$ cat config.mk
export PLATFORM = sky130hd
export DESIGN_NAME = lsb_mem_port
export DESIGN_NICKNAME = d
export VERILOG_FILES = /design/src/rtl/lsb_mem_port.sv
export SDC_FILE = /design/constraint.sdc
export NUM_CORES = 1
export LEC_CHECK = 0
export ABC_CLOCK_PERIOD_IN_PS = 7300
export BUFFER_PORTS_ARGS = -buffer_cell sky130_fd_sc_hd__buf_2
export CORE_ASPECT_RATIO = 0.5
export CORE_MARGIN = 3
export CORE_UTILIZATION = 41
export DETAILED_ROUTE_END_ITERATION = 8
export PLACE_DENSITY = 0.65
export SETUP_SLACK_MARGIN = 0.1
export SLEW_MARGIN = 10
export SYNTH_ARGS = -nofsm -noshare
export SYNTH_HDL_FRONTEND = slang
export SYNTH_SLANG_ARGS = --single-unit
$ cat constraint.sdc
create_clock -name clk -period 7.3 [get_ports clk]
set_clock_uncertainty 0.05 [all_clocks]
set_input_delay 0.365 -clock clk [delete_from_list [all_inputs] [get_ports clk]]
set_output_delay 0.365 -clock clk [all_outputs]
set_load 0.01 [all_outputs]
$ cat src/rtl/lsb_mem_port.sv
// In-order load/store queue driving memory-controller port 1.
// Ops are issued one at a time; each result is returned with its ROB tag.
module lsb_mem_port #(
    parameter int unsigned DEPTH      = 4,
    parameter int unsigned ADDR_WIDTH = 32,
    parameter int unsigned DATA_WIDTH = 32,
    parameter int unsigned TAG_WIDTH  = 4
) (
    input  logic                  clk,
    input  logic                  rst,
    input  logic                  alloc_en,
    input  logic [3:0]            alloc_op,
    input  logic [ADDR_WIDTH-1:0] alloc_addr,
    input  logic [DATA_WIDTH-1:0] alloc_data,
    input  logic [TAG_WIDTH-1:0]  alloc_tag,
    output logic                  lsb_free,
    output logic [1:0]            rw_flag,
    output logic [ADDR_WIDTH-1:0] addr,
    output logic [1:0]            len,
    output logic [DATA_WIDTH-1:0] data_out,
    input  logic [DATA_WIDTH-1:0] data_in,
    input  logic                  mem_busy,
    input  logic                  mem_done,
    output logic                  rst_en,
    output logic [TAG_WIDTH-1:0]  rst_tag,
    output logic [DATA_WIDTH-1:0] rst_data
);

    localparam int unsigned PtrW = (DEPTH > 1) ? $clog2(DEPTH) : 1;
    localparam int unsigned CntW = PtrW + 1;

    typedef enum logic [1:0] {StIdle, StReq, StGap} state_e;

    logic [3:0]            op_mem   [DEPTH];
    logic [ADDR_WIDTH-1:0] addr_mem [DEPTH];
    logic [DATA_WIDTH-1:0] data_mem [DEPTH];
    logic [TAG_WIDTH-1:0]  tag_mem  [DEPTH];

    state_e                state_q, state_d;
    logic [PtrW-1:0]       head_q, head_d, tail_q, tail_d;
    logic [CntW-1:0]       count_q, count_d;
    logic [1:0]            rw_flag_q, rw_flag_d;
    logic [ADDR_WIDTH-1:0] addr_q, addr_d;
    logic [1:0]            len_q, len_d;
    logic [DATA_WIDTH-1:0] data_out_q, data_out_d;
    logic                  rst_en_q, rst_en_d;
    logic [TAG_WIDTH-1:0]  rst_tag_q, rst_tag_d;
    logic [DATA_WIDTH-1:0] rst_data_q, rst_data_d;

    logic                  push, pop, issue;
    logic [3:0]            head_op;

    function automatic logic [1:0] size_to_len(input logic [1:0] size);
        case (size)
            2'd0:    return 2'd0;
            2'd1:    return 2'd1;
            default: return 2'd3;
        endcase
    endfunction

    // op = {is_store, is_unsigned, size}
    function automatic logic [DATA_WIDTH-1:0] extend(input logic [3:0] op,
                                                     input logic [DATA_WIDTH-1:0] din);
        logic sgn;
        sgn = ~op[2];
        case (op[1:0])
            2'd0:    return {{(DATA_WIDTH-8){sgn & din[7]}}, din[7:0]};
            2'd1:    return {{(DATA_WIDTH-16){sgn & din[15]}}, din[15:0]};
            default: return din;
        endcase
    endfunction

    assign head_op = op_mem[head_q];
    assign push    = alloc_en && (count_q < CntW'(DEPTH));
    assign pop     = (state_q == StReq) && mem_done;

    // Payload storage needs no reset; validity is tracked by head/tail/count.
    always_ff @(posedge clk) begin
        if (push) begin
            op_mem[tail_q]   <= alloc_op;
            addr_mem[tail_q] <= alloc_addr;
            data_mem[tail_q] <= alloc_data;
            tag_mem[tail_q]  <= alloc_tag;
        end
    end

    always_comb begin
        state_d    = state_q;
        head_d     = head_q;
        tail_d     = tail_q;
        count_d    = count_q;
        rw_flag_d  = rw_flag_q;
        addr_d     = addr_q;
        len_d      = len_q;
        data_out_d = data_out_q;
        rst_en_d   = 1'b0;
        rst_tag_d  = rst_tag_q;
        rst_data_d = rst_data_q;
        issue      = 1'b0;

        if (push) begin
            tail_d = tail_q + PtrW'(1);
        end
        if (pop) begin
            head_d = head_q + PtrW'(1);
        end
        case ({push, pop})
            2'b10:   count_d = count_q + CntW'(1);
            2'b01:   count_d = count_q - CntW'(1);
            default: count_d = count_q;
        endcase

        unique case (state_q)
            StIdle: begin
                if (count_q != '0) begin
                    issue = 1'b1;
                end
            end
            StReq: begin
                if (mem_done) begin
                    rw_flag_d  = 2'b00;
                    rst_en_d   = 1'b1;
                    rst_tag_d  = tag_mem[head_q];
                    rst_data_d = head_op[3] ? '0 : extend(head_op, data_in);
                    state_d    = StGap;
                end
            end
            StGap: begin
                // head_q already points past the op that just completed
                if (count_q != '0) begin
                    issue = 1'b1;
                end else begin
                    state_d = StIdle;
                end
            end
            default: state_d = StIdle;
        endcase

        if (issue) begin
            rw_flag_d  = head_op[3] ? 2'b10 : 2'b01;
            addr_d     = addr_mem[head_q];
            len_d      = size_to_len(head_op[1:0]);
            data_out_d = data_mem[head_q];
            state_d    = StReq;
        end
    end

    always_ff @(posedge clk or posedge rst) begin
        if (rst) begin
            state_q    <= StIdle;
            head_q     <= '0;
            tail_q     <= '0;
            count_q    <= '0;
            rw_flag_q  <= 2'b00;
            addr_q     <= '0;
            len_q      <= 2'd0;
            data_out_q <= '0;
            rst_en_q   <= 1'b0;
            rst_tag_q  <= '0;
            rst_data_q <= '0;
        end else begin
            state_q    <= state_d;
            head_q     <= head_d;
            tail_q     <= tail_d;
            count_q    <= count_d;
            rw_flag_q  <= rw_flag_d;
            addr_q     <= addr_d;
            len_q      <= len_d;
            data_out_q <= data_out_d;
            rst_en_q   <= rst_en_d;
            rst_tag_q  <= rst_tag_d;
            rst_data_q <= rst_data_d;
        end
    end

    // mem_busy only delays mem_done; request outputs are held regardless.
    logic unused_busy;
    assign unused_busy = mem_busy;

    assign lsb_free = (count_q < CntW'(DEPTH - 1));
    assign rw_flag  = rw_flag_q;
    assign addr     = addr_q;
    assign len      = len_q;
    assign data_out = data_out_q;
    assign rst_en   = rst_en_q;
    assign rst_tag  = rst_tag_q;
    assign rst_data = rst_data_q;

endmodule
==> results of run 1 <==
[power by group]
part / total (uW) / internal [uW] / switching (uW)
Combinational: 2170 / 901 / 1270
Clock: 1910 / 1100 / 806
Sequential: 3310 / 3020 / 284
Total: 7390 / 5030 / 2360
[stage by stage]
stage | power [uW] | utilization | setup slack, ns | instance area (um^2)
floorplan | 4730 | - | 3.87 | 14900
global placement | 5480 | 0.469 | 4.25 | 16500
detailed placement | 5550 | 0.469 | 4.13 | 16500
CTS | 7520 | 0.523 | 4.11 | 18400
global route | 7850 | 0.524 | 3.95 | 18400
finish | 7390 | 0.524 | 4.16 | 18400
[worst reg2reg max path: stages, from the launching register on]
cell	delay [ns]
dfrtp_4	0.63
buf_4	0.78
mux4_2	0.58
nor2_2	0.56
o21ai_0	0.21
o21ai_0	0.25
[cells in the final DEF, fill, tap and decap left out, types with 10 or more instances in the layout]
cell,count
mux4_2,71
o21ai_1,10
nand2_1,252
edfxtp_1,288
clkbuf_1,12
dfrtp_1,112
o21ai_0,42
clkbuf_16,36
buf_2,213
buf_4,10
dlygate4sd3_1,72
[sequential cells by signal (all words and copies together) (netlist names), 3 cells and up]
name and count:
addr 32, addr_mem 128, count_q 3, data_mem 128, data_out 32, op_mem 16
rst_data 32, rst_tag 4, tag_mem 16
[synth_stat cells (4+ instances only)]
cell type,number
nand2_1,252
edfxtp_1,288
a21oi_1,9
o21ai_1,10
buf_1,4
xnor2_1,4
mux2i_1,4
clkbuf_1,25
inv_1,9
buf_2,12
ha_1,5
mux4_2,71
and2_1,4
o21ai_0,42
dfrtp_1,114
[what timing repair did]
action                                 CTS  global route
hold buffers                            72             0
setup endpoints to repair                0             0
endpoints found under the hold margin  328             0
[metal layers]
metal | vias to the layer above | GRT usage | wire (um)
met1 | 4268 | 0.205 | 12600
met2 | 189 | 0.312 | 17400
met3 | 50 | 0.0311 | 1500
li1 | 3790 | - | -
met5 | - | 0 | 0
met4 | 0 | 0.0510 | 745
[worst paths after layout]
path / startpoint / to / slack [ns] / depth (start not counted)
max: head_q[1]$_DFFE_PP0P_ / rst_data[17]$_DFFE_PP0P_ / 4.16 / 5
min: alloc_tag[0] / tag_mem[2][0]$_DFFE_PP_ / 0.03 / 1
max reg2reg: head_q[1]$_DFFE_PP0P_ / rst_data[17]$_DFFE_PP0P_ / 4.16 / 5
min reg2reg: data_out[5]$_DFFE_PP0P_ / data_out[5]$_DFFE_PP0P_ / 0.42 / 2
max in group asynchronous: rst / head_q[1]$_DFFE_PP0P_ / 5.22 / 4
min in group asynchronous: rst / rst_data[26]$_DFFE_PP0P_ / 0.45 / 3
[cell families after synthesis]
kind of cell | Yosys count | share of synthesized area
flip-flops | 402 | 0.772
AND/OR/NAND/NOR | 269 | 0.0713
multiplexers | 77 | 0.112
AO/OA/AOI/OAI | 62 | 0.0210
buffers and inverters | 52 | 0.0147
XOR/XNOR | 6 | 0.00353
adder cells (fa/ha/maj) | 6 | 0.00554
[final cells by class]
| type | count | area [um^2] |
|---|---|---|
| flip-flops and latches | 402 | 11500 |
| repair buffers | 295 | 1860 |
| clock inverters | 13 | 185 |
| clock buffers | 52 | 1000 |
| multi-input cells | 420 | 3200 |
| fillers | 2894 | 16700 |
| well taps | 475 | 594 |
| inverters | 9 | 36.3 |
| diodes | 1 | 2.50 |
==> flow_summary.yaml, run 1 <==
floorplanning:
  row_count: 48
  initial_utilization: 0.424
  fp.coreArea_um2: 35100
  pin_count: 215
  fp.dieW_um: 276
  die_h_um: 141
  die_area_um2: 38800
grt:
  grt_first_pass_wirelength_mm: 50.7
  grtUsageTotal: 0.170
  antenna_found_initial: 1
  grt.overflow.total: 0
  grt_max_degree: 68
  grt_pass1_vias: 9047
clock_network:
  clock-root-buffer: "clkbuf_16"
  clock_sinks: 402
  postCtsSetupBuffers: 0
  cts_buffers: 36
  ctsLongestPathBuffers: 3
  clkTransAtPathRegs_ns: 0.06
  cts_tree: "yes"
  clk_latency_ns: 0.52
  post_cts_resized: 0
  htreeDepth: 2
drt:
  wire_per_inst_um: 19.4
  drc: 0
  vias: 8297
  firstDrtPassIters: 5
  drt_wl_total_mm: 32.3
  ant_nets: 0
  drt_iter0_drc: 474
  vias_per_cell: 4.98
setup_path:
  cp_slowest_cell: "buf_4"
  startpoint_type: "register"
  path_delay_family: "buffers and inverters"
  crit_chain: "buf_4, mux4_2, nor2_2, o21ai_0, o21ai_0"
  cp_max_fo: 57
  worstPathArrival_ns: 3.51
  crit_required_ns: 7.67
  critical_path_class: "register to register"
  slowest_delay_ns: 0.77
  end_kind: "register"
  critical_path_buf_inv_count: 1
  cpMostUsedCell: "o21ai_0"
synth:
  synthArstFlopShare: 0.284
  synth.largest_area_cell: "edfxtp_1"
  syn_area_um2: 14900
  ys_types: 32
  yosys_warnings: 0
  synth.area.top_cells: "edfxtp_1 (58%), dfrtp_1 (19%), mux4_2 (11%)"
  yosysTopAreaCellShare: 0.580
  synth-seq-cells: 402
  syn_area_per_cell_um2: 17.1
  synth_nets: 989
  syn_inst: 874
  ys_seq_area_frac: 0.772
  synth_top_flop_cell: "edfxtp_1"
  synth_edf_count: 288
timing:
  fin_crit_sh: 0.431
  fmax_ghz: 0.318
  worstMarginPinSlew_ns: 1.00
  setup_tns_ns: 0
  setup_viol: 0
  hold_ws_ns: 0.0308
  slew-limit-headroom: 0.330
  hold_violations: 0
  slew_viol_final: 0
  min_period_ns: 3.14
  grt_setup_unrepaired: "false"
power:
  p_leak_uw: 0.00726
  p_per_area_nw_per_um2: 402
  ir_drop_mv: 0.204
finish:
  drive_gt1_frac: 0.301
  layout.nets: 1279
  fin_cells: 1667
  syn2layout_area_growth_pct: 23.4
place:
  dp_cells: 1529
  port_buffers: 213
  gp_congestion: 0.757
  dp_hpwl_mm: 18.4
run:
  maxCapViolCount: 0
hold_path:
  hold_class: "input port to register"
outcome:
  status: "completed"
(Power assumes the default switching activity.)
==> run 2: changes to the inputs <==
--- a/config.mk
+++ b/config.mk
@@ -5,7 +5,7 @@
 export SDC_FILE = /design/constraint.sdc
 export NUM_CORES = 1
 export LEC_CHECK = 0
-export ABC_CLOCK_PERIOD_IN_PS = 7300
+export ABC_CLOCK_PERIOD_IN_PS = 3100
 export BUFFER_PORTS_ARGS = -buffer_cell sky130_fd_sc_hd__buf_2
 export CORE_ASPECT_RATIO = 0.5
 export CORE_MARGIN = 3
==> constraint.sdc (replaced) <==
create_clock -name clk -period 3.1 [get_ports clk]
set_clock_uncertainty 0.05 [all_clocks]
set_input_delay 0.155 -clock clk [delete_from_list [all_inputs] [get_ports clk]]
set_output_delay 0.155 -clock clk [all_outputs]
set_load 0.01 [all_outputs]
==> run 2 against run 1 <==
Core utilization up 1.7 points. Setup slack worse by 3.6 ns. Flip-flop and latch count unchanged. Via count up 1.7%. Non-clock buffer count up 46. Clock power up 140%. Total power up 140%. Combinational power up 150%. Die area unchanged. Cell count up 2.8%. Wire length up 1.3%. Critical path type unchanged. Largest cell class unchanged. Largest power group unchanged.
==> flow_summary.yaml, run 2 (synthesized netlist as in run 1, its figures left out) <==
clock_network:
  clk_latency_ns: 0.53
  clock_sinks: 402
  post_cts_resized: 0
  ctsLongestPathBuffers: 3
  cts_buffers: 37
  htreeDepth: 2
  cts_tree: "yes"
  clkTransAtPathRegs_ns: 0.06
  clock-root-buffer: "clkbuf_16"
finish:
  num-fill-cells: 2763
  final_cell_mix: "edfxtp_1 (288), nand2_1 (252), buf_2 (213)"
  final_common_cell: "edfxtp_1"
  syn2layout_area_growth_pct: 27.5
  multiInputGateArea_um2: 3200
  seq_area_um2: 11500
  fin_cells: 1714
  drive_gt1_frac: 0.305
  layout.nets: 1326
  reg_top3: "addr_mem: 128 flops, data_mem: 128 flops"
place:
  gp_congestion: 0.767
  dp_cells: 1541
  port_buffers: 213
  dp_hpwl_mm: 19.4
grt:
  grt_first_pass_wirelength_mm: 51.7
  gr-max-usage-layer: "met2"
  grtUsageTotal: 0.173
  met2_usage: 0.314
  grt_pass1_vias: 9045
  antenna_found_initial: 1
  grt_max_degree: 54
  use_met1: 0.212
  grt.overflow.total: 0
  met3_usage: 0.0304
drt:
  vias: 8442
  firstDrtPassIters: 5
  drc: 0
  drt_iter0_drc: 453
  drt_wl_total_mm: 32.7
  ant_nets: 0
  vias_per_cell: 4.93
  wire_per_inst_um: 19.1
timing:
  worstMarginPinSlew_ns: 0.913
  setup_viol: 0
  fmax_ghz: 0.398
  slew-limit-headroom: 0.390
  grt_setup_unrepaired: "false"
  min_period_ns: 2.51
  setup_tns_ns: 0
  slew_viol_final: 0
  hold_violations: 0
  fin_crit_sh: 0.811
setup_path:
  crit_chain: "mux4_2, nor2_2, o21ai_0, o21ai_0"
  startpoint_type: "register"
  end_kind: "register"
  cpMostUsedCell: "o21ai_0"
  crit_required_ns: 3.47
  slowest_delay_ns: 0.76
  worstPathArrival_ns: 2.89
  cp_slowest_cell: "dfrtp_4"
  critical_path_class: "register to register"
  cp_max_fo: 23
floorplanning:
  die_h_um: 141
  initial_utilization: 0.424
  pin_count: 215
  row_count: 48
  fp.dieW_um: 276
  die_area_um2: 38800
  fp.coreArea_um2: 35100
power:
  p_leak_uw: 0.00753
  total_power_uw: 17700
  p_per_area_nw_per_um2: 934
  ir_drop_mv: 0.489
hold_path:
  hold_class: "input port to register"
run:
  maxCapViolCount: 0
outcome:
  status: "completed"
[run 2: changes by cell type in the layout (fill, tap and decap cells not counted), moves of 2 or more]
cell,before,now
buf_12,0,8
clkbuf_1,12,3
clkinv_1,2,4
clkbuf_16,36,38
dlygate4sd3_1,72,106
clkinvlp_4,0,2
clkbuf_8,4,9
buf_4,10,14
[run 2: worst paths after layout]
kind / from / slack [ns] / endpoint / cells after the start
worst min register to register: data_out[12]$_DFFE_PP0P_ / 0.42 / data_out[12]$_DFFE_PP0P_ / 2
worst min-delay path: alloc_en / 0.12 / tail_q[0]$_DFFE_PP0P_ / 3
min in group asynchronous: rst / 0.31 / addr[13]$_DFFE_PP0P_ / 3
max in group asynchronous: rst / 1.87 / data_out[22]$_DFFE_PP0P_ / 4
worst max-delay path: head_q[0]$_DFFE_PP0P_ / 0.59 / rst_data[23]$_DFFE_PP0P_ / 4
worst max register to register: head_q[0]$_DFFE_PP0P_ / 0.59 / rst_data[23]$_DFFE_PP0P_ / 4
[run 2: power breakdown]
group | leakage, uW | switching [uW] | internal, uW | total, uW
combinational | 0.00287 | 3080 | 2270 | 5350
clock | 0.000621 | 1930 | 2730 | 4660
sequential | 0.00404 | 614 | 7110 | 7720
[run 2: layout make-up]
type,count,area share
Clock buffer,51,0.0576
Sequential cell,402,0.606
Antenna cell,1,0.000132
Timing Repair Buffer,341,0.126
Tap cell,475,0.0313
Inverter,9,0.00198
Clock inverter,15,0.00876
Multi-Input combinational cell,420,0.169
[run 2: metrics by stage]
step           instance area (um^2)  setup WS, ns  hold slack (ns)   util
2_1_floorplan                 14900         0.165            0.204      -
3_3_place_gp                  16700         0.662            0.315  0.475
3_5_place_dp                  16700         0.566            0.320  0.475
4_1_cts                       19000         0.531           0.0892  0.541
5_1_grt                       19000         0.336            0.125  0.541
6_report                      19000         0.586            0.119  0.541
[run 2: repair_timing]
action / in CTS / in global routing
buffers inserted: 0 / 0
hold buffers: 106 / 0
endpoints found under the hold margin: 352 / 0
[run 2: worst max-delay path, delay by kind of cell, from the launching register on]
family | cells | cell delay [ns]
flops | 1 | 0.76
mux | 1 | 0.72
simple gates | 1 | 0.47
compound gates | 2 | 0.40
[run 2: per-layer routing]
metal  up-vias  share of wire
met5         -              0
met4         0          0.027
met3        69          0.038
met2       173           0.53
met1      4311           0.41
li1       3889              -
